## config.mk

```make
export PLATFORM = sky130hd
export DESIGN_NAME = mult_booth_flat
export DESIGN_NICKNAME = d
export VERILOG_FILES = /design/src/rtl/mult_booth_if.sv /design/src/rtl/mult_booth.sv /design/src/flat_wrapper.sv
export SDC_FILE = /design/constraint.sdc
export NUM_CORES = 1
export LEC_CHECK = 0
export ABC_AREA = 1
export CAP_MARGIN = 20
export CORE_ASPECT_RATIO = 1.1
export CORE_MARGIN = 2
export CORE_UTILIZATION = 45
export CTS_CLUSTER_DIAMETER = 80
export DETAILED_ROUTE_END_ITERATION = 16
export GPL_ROUTABILITY_DRIVEN = 0
export PLACE_DENSITY = 0.74
export SETUP_SLACK_MARGIN = 0.4
export SLEW_MARGIN = 15
export SYNTH_ARGS = -nofsm -noshare
export SYNTH_HDL_FRONTEND = slang
export SYNTH_SLANG_ARGS = --single-unit
```

## constraint.sdc

```tcl
create_clock -name clk -period 3.53 [get_ports clk]
set_input_delay 0.706 -clock clk [delete_from_list [all_inputs] [get_ports clk]]
set_output_delay 0.706 -clock clk [all_outputs]
set_load 0.005 [all_outputs]
```

## src/rtl/mult_booth_if.sv

```systemverilog
// Handshake and operand/result bundle for the sequential Booth multiplier.
// The master (control unit) drives start and the operands and observes the
// results; the slave (the multiplier) drives the results back.
interface mult_booth_if #(
  parameter int WIDTH = 32
);
  localparam int CW = $clog2(WIDTH + 1);

  logic             start;
  logic [WIDTH-1:0] A;
  logic [WIDTH-1:0] B;
  logic [WIDTH-1:0] HI;
  logic [WIDTH-1:0] LO;
  logic             busy;
  logic             done;
  logic [CW-1:0]    counter;

  modport master (
    output start, A, B,
    input  HI, LO, busy, done, counter
  );

  modport slave (
    input  start, A, B,
    output HI, LO, busy, done, counter
  );
endinterface

```

## src/rtl/mult_booth.sv

```systemverilog
// Sequential signed WIDTHxWIDTH multiplier using radix-2 Booth recoding,
// one recoding step per clock. The product lands in the HI/LO pair with a
// single-cycle done pulse. The accumulator carries one extra bit so that
// subtracting the most negative multiplicand cannot overflow.
module mult_booth #(
  parameter int WIDTH = 32
) (
  input  logic         clk,
  input  logic         reset,
  mult_booth_if.slave  bus
);
  localparam int CW = $clog2(WIDTH + 1);

  typedef enum logic [1:0] {
    IDLE   = 2'd0,
    RUN    = 2'd1,
    FINISH = 2'd2
  } state_t;

  state_t state_reg, state_next;

  logic [WIDTH-1:0] m_reg;
  logic [WIDTH:0]   acc_reg;
  logic [WIDTH-1:0] q_reg;
  logic             q1_reg;
  logic [CW-1:0]    counter_reg;
  logic [WIDTH-1:0] hi_reg;
  logic [WIDTH-1:0] lo_reg;
  logic             done_reg;

  // Booth recoding of the current bit pair {Q[0], q_1}
  logic             op_en;
  logic             op_sub;
  logic [WIDTH:0]   m_ext;
  logic [WIDTH:0]   addend;
  logic [WIDTH:0]   sum;

  assign op_en  = q_reg[0] ^ q1_reg;
  assign op_sub = q_reg[0] & ~q1_reg;
  assign m_ext  = {m_reg[WIDTH-1], m_reg};

  // Per-bit conditional inversion: subtraction is ~M + 1, the +1 enters as carry-in
  genvar gi;
  generate
    for (gi = 0; gi <= WIDTH; gi++) begin : g_addend
      assign addend[gi] = op_en & (m_ext[gi] ^ op_sub);
    end
  endgenerate

  assign sum = acc_reg + addend + (WIDTH + 1)'(op_sub);

  // State register
  always_ff @(posedge clk) begin
    if (reset) begin
      state_reg <= IDLE;
    end else begin
      state_reg <= state_next;
    end
  end

  // Next-state logic: leave RUN on the edge where the last Booth step completes
  always_comb begin
    state_next = state_reg;
    case (state_reg)
      IDLE:    if (bus.start) state_next = RUN;
      RUN:     if (counter_reg == CW'(WIDTH - 1)) state_next = FINISH;
      FINISH:  state_next = IDLE;
      default: state_next = IDLE;
    endcase
  end

  // Datapath: operand latch, Booth step with arithmetic shift, result capture
  always_ff @(posedge clk) begin
    if (reset) begin
      m_reg       <= '0;
      acc_reg     <= '0;
      q_reg       <= '0;
      q1_reg      <= 1'b0;
      counter_reg <= '0;
      hi_reg      <= '0;
      lo_reg      <= '0;
      done_reg    <= 1'b0;
    end else begin
      done_reg <= 1'b0;
      case (state_reg)
        IDLE: begin
          if (bus.start) begin
            m_reg       <= bus.A;
            acc_reg     <= '0;
            q_reg       <= bus.B;
            q1_reg      <= 1'b0;
            counter_reg <= '0;
          end
        end
        RUN: begin
          acc_reg     <= {sum[WIDTH], sum[WIDTH:1]};
          q_reg       <= {sum[0], q_reg[WIDTH-1:1]};
          q1_reg      <= q_reg[0];
          counter_reg <= counter_reg + 1'b1;
        end
        FINISH: begin
          hi_reg   <= acc_reg[WIDTH-1:0];
          lo_reg   <= q_reg;
          done_reg <= 1'b1;
        end
        default: ;
      endcase
    end
  end

  assign bus.HI      = hi_reg;
  assign bus.LO      = lo_reg;
  assign bus.busy    = (state_reg == RUN);
  assign bus.done    = done_reg;
  assign bus.counter = counter_reg;
endmodule

```

## src/flat_wrapper.sv

```systemverilog
// flat-port wrapper written by rule: the top's interface ports become plain ports
module mult_booth_flat 
#(
  parameter int WIDTH = 32
)
  (clk, reset, bus_start, bus_A, bus_B, bus_HI, bus_LO, bus_busy, bus_done, bus_counter);
  mult_booth_if #(.WIDTH(WIDTH)) bus_i ();
  input  logic clk;
  input  logic reset;
  input wire logic [$bits(bus_i.start)-1:0] bus_start;
  input wire logic [$bits(bus_i.A)-1:0] bus_A;
  input wire logic [$bits(bus_i.B)-1:0] bus_B;
  output wire logic [$bits(bus_i.HI)-1:0] bus_HI;
  output wire logic [$bits(bus_i.LO)-1:0] bus_LO;
  output wire logic [$bits(bus_i.busy)-1:0] bus_busy;
  output wire logic [$bits(bus_i.done)-1:0] bus_done;
  output wire logic [$bits(bus_i.counter)-1:0] bus_counter;
  assign bus_i.start = bus_start;
  assign bus_i.A = bus_A;
  assign bus_i.B = bus_B;
  assign bus_HI = bus_i.HI;
  assign bus_LO = bus_i.LO;
  assign bus_busy = bus_i.busy;
  assign bus_done = bus_i.done;
  assign bus_counter = bus_i.counter;
  mult_booth #(.WIDTH(WIDTH)) u_core (.clk(clk), .reset(reset), .bus(bus_i));
endmodule
```

==> results.md <==
- The run finished with clean final reports.
- The die span in y is 153 µm.
- The commonest cells after synthesis are sky130_fd_sc_hd__nand2_1, sky130_fd_sc_hd__nor2_1, sky130_fd_sc_hd__dfxtp_1.
- The number of distinct standard cells referenced by the synthesized netlist is 41.
- In the final design database the tool counted 1,534 nets.
- The count of endpoints failing hold in the final timing report is 0.
- The critical path goes through ha_4 -> nor2_1 -> fa_1 -> inv_1 -> fa_1 -> inv_1 -> nand2_1 -> nand2_1 -> nand3_2 -> nand2_2 -> nand2_2 -> nand2_2 -> a21oi_1 -> o21ai_0 -> a21oi_1.
- Detailed placement finished with a half-perimeter wire length of 16,900 µm.
- The library cell occupying the most area in the post-synthesis netlist is sky130_fd_sc_hd__dfxtp_1.
- The horizontal extent of the die is 140 µm.
- Counting the fill cells in the layout gives 1,880.
- Entering global routing, the biggest net connects 73 pins.
- The worst-case vdd ir drop is 0.347 mV.
- The iteration-0 DRC count of the detailed router is 659.
- After technology mapping, the gate count stands at 1,324.
- After routing, the total negative slack on setup checks comes to 0 ns.
- The number of hold buffers added after CTS is 0.
- The total area of sequential cells is 3400 µm².
- The leakage power is 5.05 nW.
- The clock edge transition at the registers on the reported setup and hold paths is 0.08 ns.
- The startpoint kind of the worst setup timing path is a register.
- The count of pins over their slew limit came to 0.
- In this design, the critical path's most frequently occurring cell is sky130_fd_sc_hd__nand2_2.
- The die covers 21,400 µm².
- The floorplan has 54 rows.
- The final cell utilization of the core is 56.8%.
- The number of nets with antenna violations after routing is 0.
- The synthesized design contains 0 enable-type register cells.
- STA puts the critical path data arrival time at 3.06 ns.
- For this run, design rule violations remaining after detail routing come to 0.
- Sorting the synthesized cells by area gives the leading types as sky130_fd_sc_hd__dfxtp_1, sky130_fd_sc_hd__nand2_1, sky130_fd_sc_hd__nor2_1.
- The longest clock path from root to sink contains 2 buffers.
- The worst hold path passes through 2 cells.
- The worst reg2reg path depth is 15.
- The post-route netlist has 7.75% of its cells at a drive strength greater than 1.
- At the worst endpoint, the required time is 3.83 ns.
- The maximum level of the CTS H-tree is 4.
- Total power for the finished layout comes to 4.55 mW.
- The first-pass GRT wire length is 40,100 µm.
- The proportion of register bits with asynchronous set or reset after synthesis is 0%.
- After layout, the worst path uses 78.2% of the clock period.
- Counting the buffers created by CTS gives 17.
- The relative area change from synthesis to final layout is 23.8%.
- Setup violations remaining at the end of the flow were counted as 0.
- The most used flip-flop cell after synthesis is sky130_fd_sc_hd__dfxtp_1.
- For this run the aggregate overflow at the end of global routing stands at 0.
- For this design, the slowest cell found on the critical path is sky130_fd_sc_hd__dfxtp_1.
- The tightest slew margin relative to the limit is 48.2%.
- The footprint of the multi-input gates is 4770 µm².
- After detailed routing, the average wire length per cell comes to 14.4 µm.
- The fraction of post-synthesis cell area in the top cell type by area is 37.4%.
- Setup repair after global routing left no endpoint under its margin.
- During placement, the flow inserted port buffers numbering 138.
- Of all nets on the critical path, the largest fanout is 22.
- Averaged over all synthesized cells, the footprint is 6.87 µm².
- The tree built by TritonCTS fans out to 170 sinks.
- The most common cell in the netlist is sky130_fd_sc_hd__nand2_1.
- The transition time at the pin with the least slew margin is 0.776 ns.
- The via count of the routed design is 8,726.
- The synthesized design contains 170 register bits.
- For the final database, setup skew stands at 0.0188 ns.
- Global routing used 22.8% of the available tracks.
- Timing would allow up to 362 MHz.
- The worst setup path is captured at a register.
- The pre-antenna-repair detailed-routing pass consisted of 5 iterations.
- The number of nets in the synthesized netlist is 1,426.
- The number of global-route vias before repair came to 8,495.
- Across the run, the number of max-cap violations was 0.
- Counting I/O delays and the setup requirement, the final critical path takes 2.76 ns.
- Dividing the detail-routed via count by the number of cells gives 5.14.
- The total area inside the core boundary comes to 19,800 µm².
- For this run, the number of Yosys warnings is 0.
- The clock tree from TritonCTS is yes.
- The count of pins on the block boundary is 139.
- The ratio of total power to cell area is 405 nW/µm².
- The worst setup path is of the register to register kind.
- Once the floorplan was initialized, standard cells occupied 45.9% of the core.
- The peak per-stage delay on the critical path is 0.42 ns.
- Clock latency on the worst-skew pair, taken at its later pin, is 0.46 ns.
- The clock root buffer is sky130_fd_sc_hd__clkbuf_16.
- The number of antenna violations at the first check in global routing is 0.
- The area of the mapped netlist is 9090 µm².
- The worst hold path belongs to the class register to register.
- The sequential share of the synthesized area is 37.4%.
- The final wirelength is 24,500 µm.
- The number of antenna diodes in the final layout is 0.
[final cells by class]
type,count,share of cell area (%)
multi-input cells,925,42.4
flip-flops and latches,170,30.2
repair buffers,150,13.3
inverters,168,5.60
clock buffers,17,3.78
well taps,252,2.80
clock inverters,15,1.97
[critical path, delay by kind of cell, from the launching register on]
family	cells	cell delay (ns)
compound gates	3	0.34
fa+ha+maj	3	0.94
flops	1	0.42
simple gates	7	0.69
buf+inv	2	0.21
[final timing paths]
| check | from | endpoint | slack (ns) |
|---|---|---|---|
| worst max-delay path | u_core.q_reg[0] | u_core.acc_reg[15] | 0.77 |
| worst min-delay path | u_core.q_reg[29] | u_core.bus.LO[29] | 0.47 |
| worst min register to register | u_core.q_reg[29] | u_core.bus.LO[29] | 0.47 |
| worst max register to register | u_core.q_reg[0] | u_core.acc_reg[15] | 0.77 |
[layout by cell type, fill, tap and decap left out, types with 21 or more instances in the layout]
| master | instances |
|---|---|
| sky130_fd_sc_hd__dfxtp_1 | 170 |
| sky130_fd_sc_hd__o221ai_1 | 24 |
| sky130_fd_sc_hd__ha_1 | 32 |
| sky130_fd_sc_hd__inv_1 | 157 |
| sky130_fd_sc_hd__xnor2_1 | 31 |
| sky130_fd_sc_hd__nand2_2 | 21 |
| sky130_fd_sc_hd__clkdlybuf4s50_1 | 137 |
| sky130_fd_sc_hd__nand3_1 | 31 |
| sky130_fd_sc_hd__nor2_1 | 214 |
| sky130_fd_sc_hd__a21oi_1 | 111 |
| sky130_fd_sc_hd__o21ai_0 | 112 |
| sky130_fd_sc_hd__nand2_1 | 278 |
[layer usage]
layer | vias up | GRT usage (%) | part of all wire (%)
li1 | 4442 | - | -
met1 | 3975 | 27.3 | 43
met2 | 259 | 39.8 | 48
met3 | 50 | 5.76 | 6.8
met4 | 0 | 7.71 | 2.5
met5 | - | 0 | 0
[cells by family after synthesis]
group           Yosys count  share of synthesized area (%)
simple gates            587                           27.4
buf+inv                 229                           10.3
xor+xnor                 31                           2.99
fa+ha+maj                35                           4.98
flops                   170                           37.4
compound gates          272                           16.9
[what timing repair did]
item	CTS	global route
buffers inserted	0	0
gates resized for setup	0	1
setup endpoints to repair	0	3
[through the flow]
step	area [µm²]	hold slack, ns	std cells	setup slack [ns]
global placement	10600	0.456	1665	0.658
floorplan	9090	0.444	1324	1.01
global route	11300	0.495	1697	0.494
detailed placement	10600	0.460	1665	0.649
CTS	11200	0.473	1697	0.620
finish	11300	0.473	1697	0.770
[power by group]
part / internal (mW) / switching (mW) / leakage (nW)
registers: 1.99 / 0.0527 / 1.38
clock network: 1.04 / 0.963 / 0.308
logic: 0.218 / 0.286 / 3.36
Note: power is estimated with default switching activity, not from simulation.
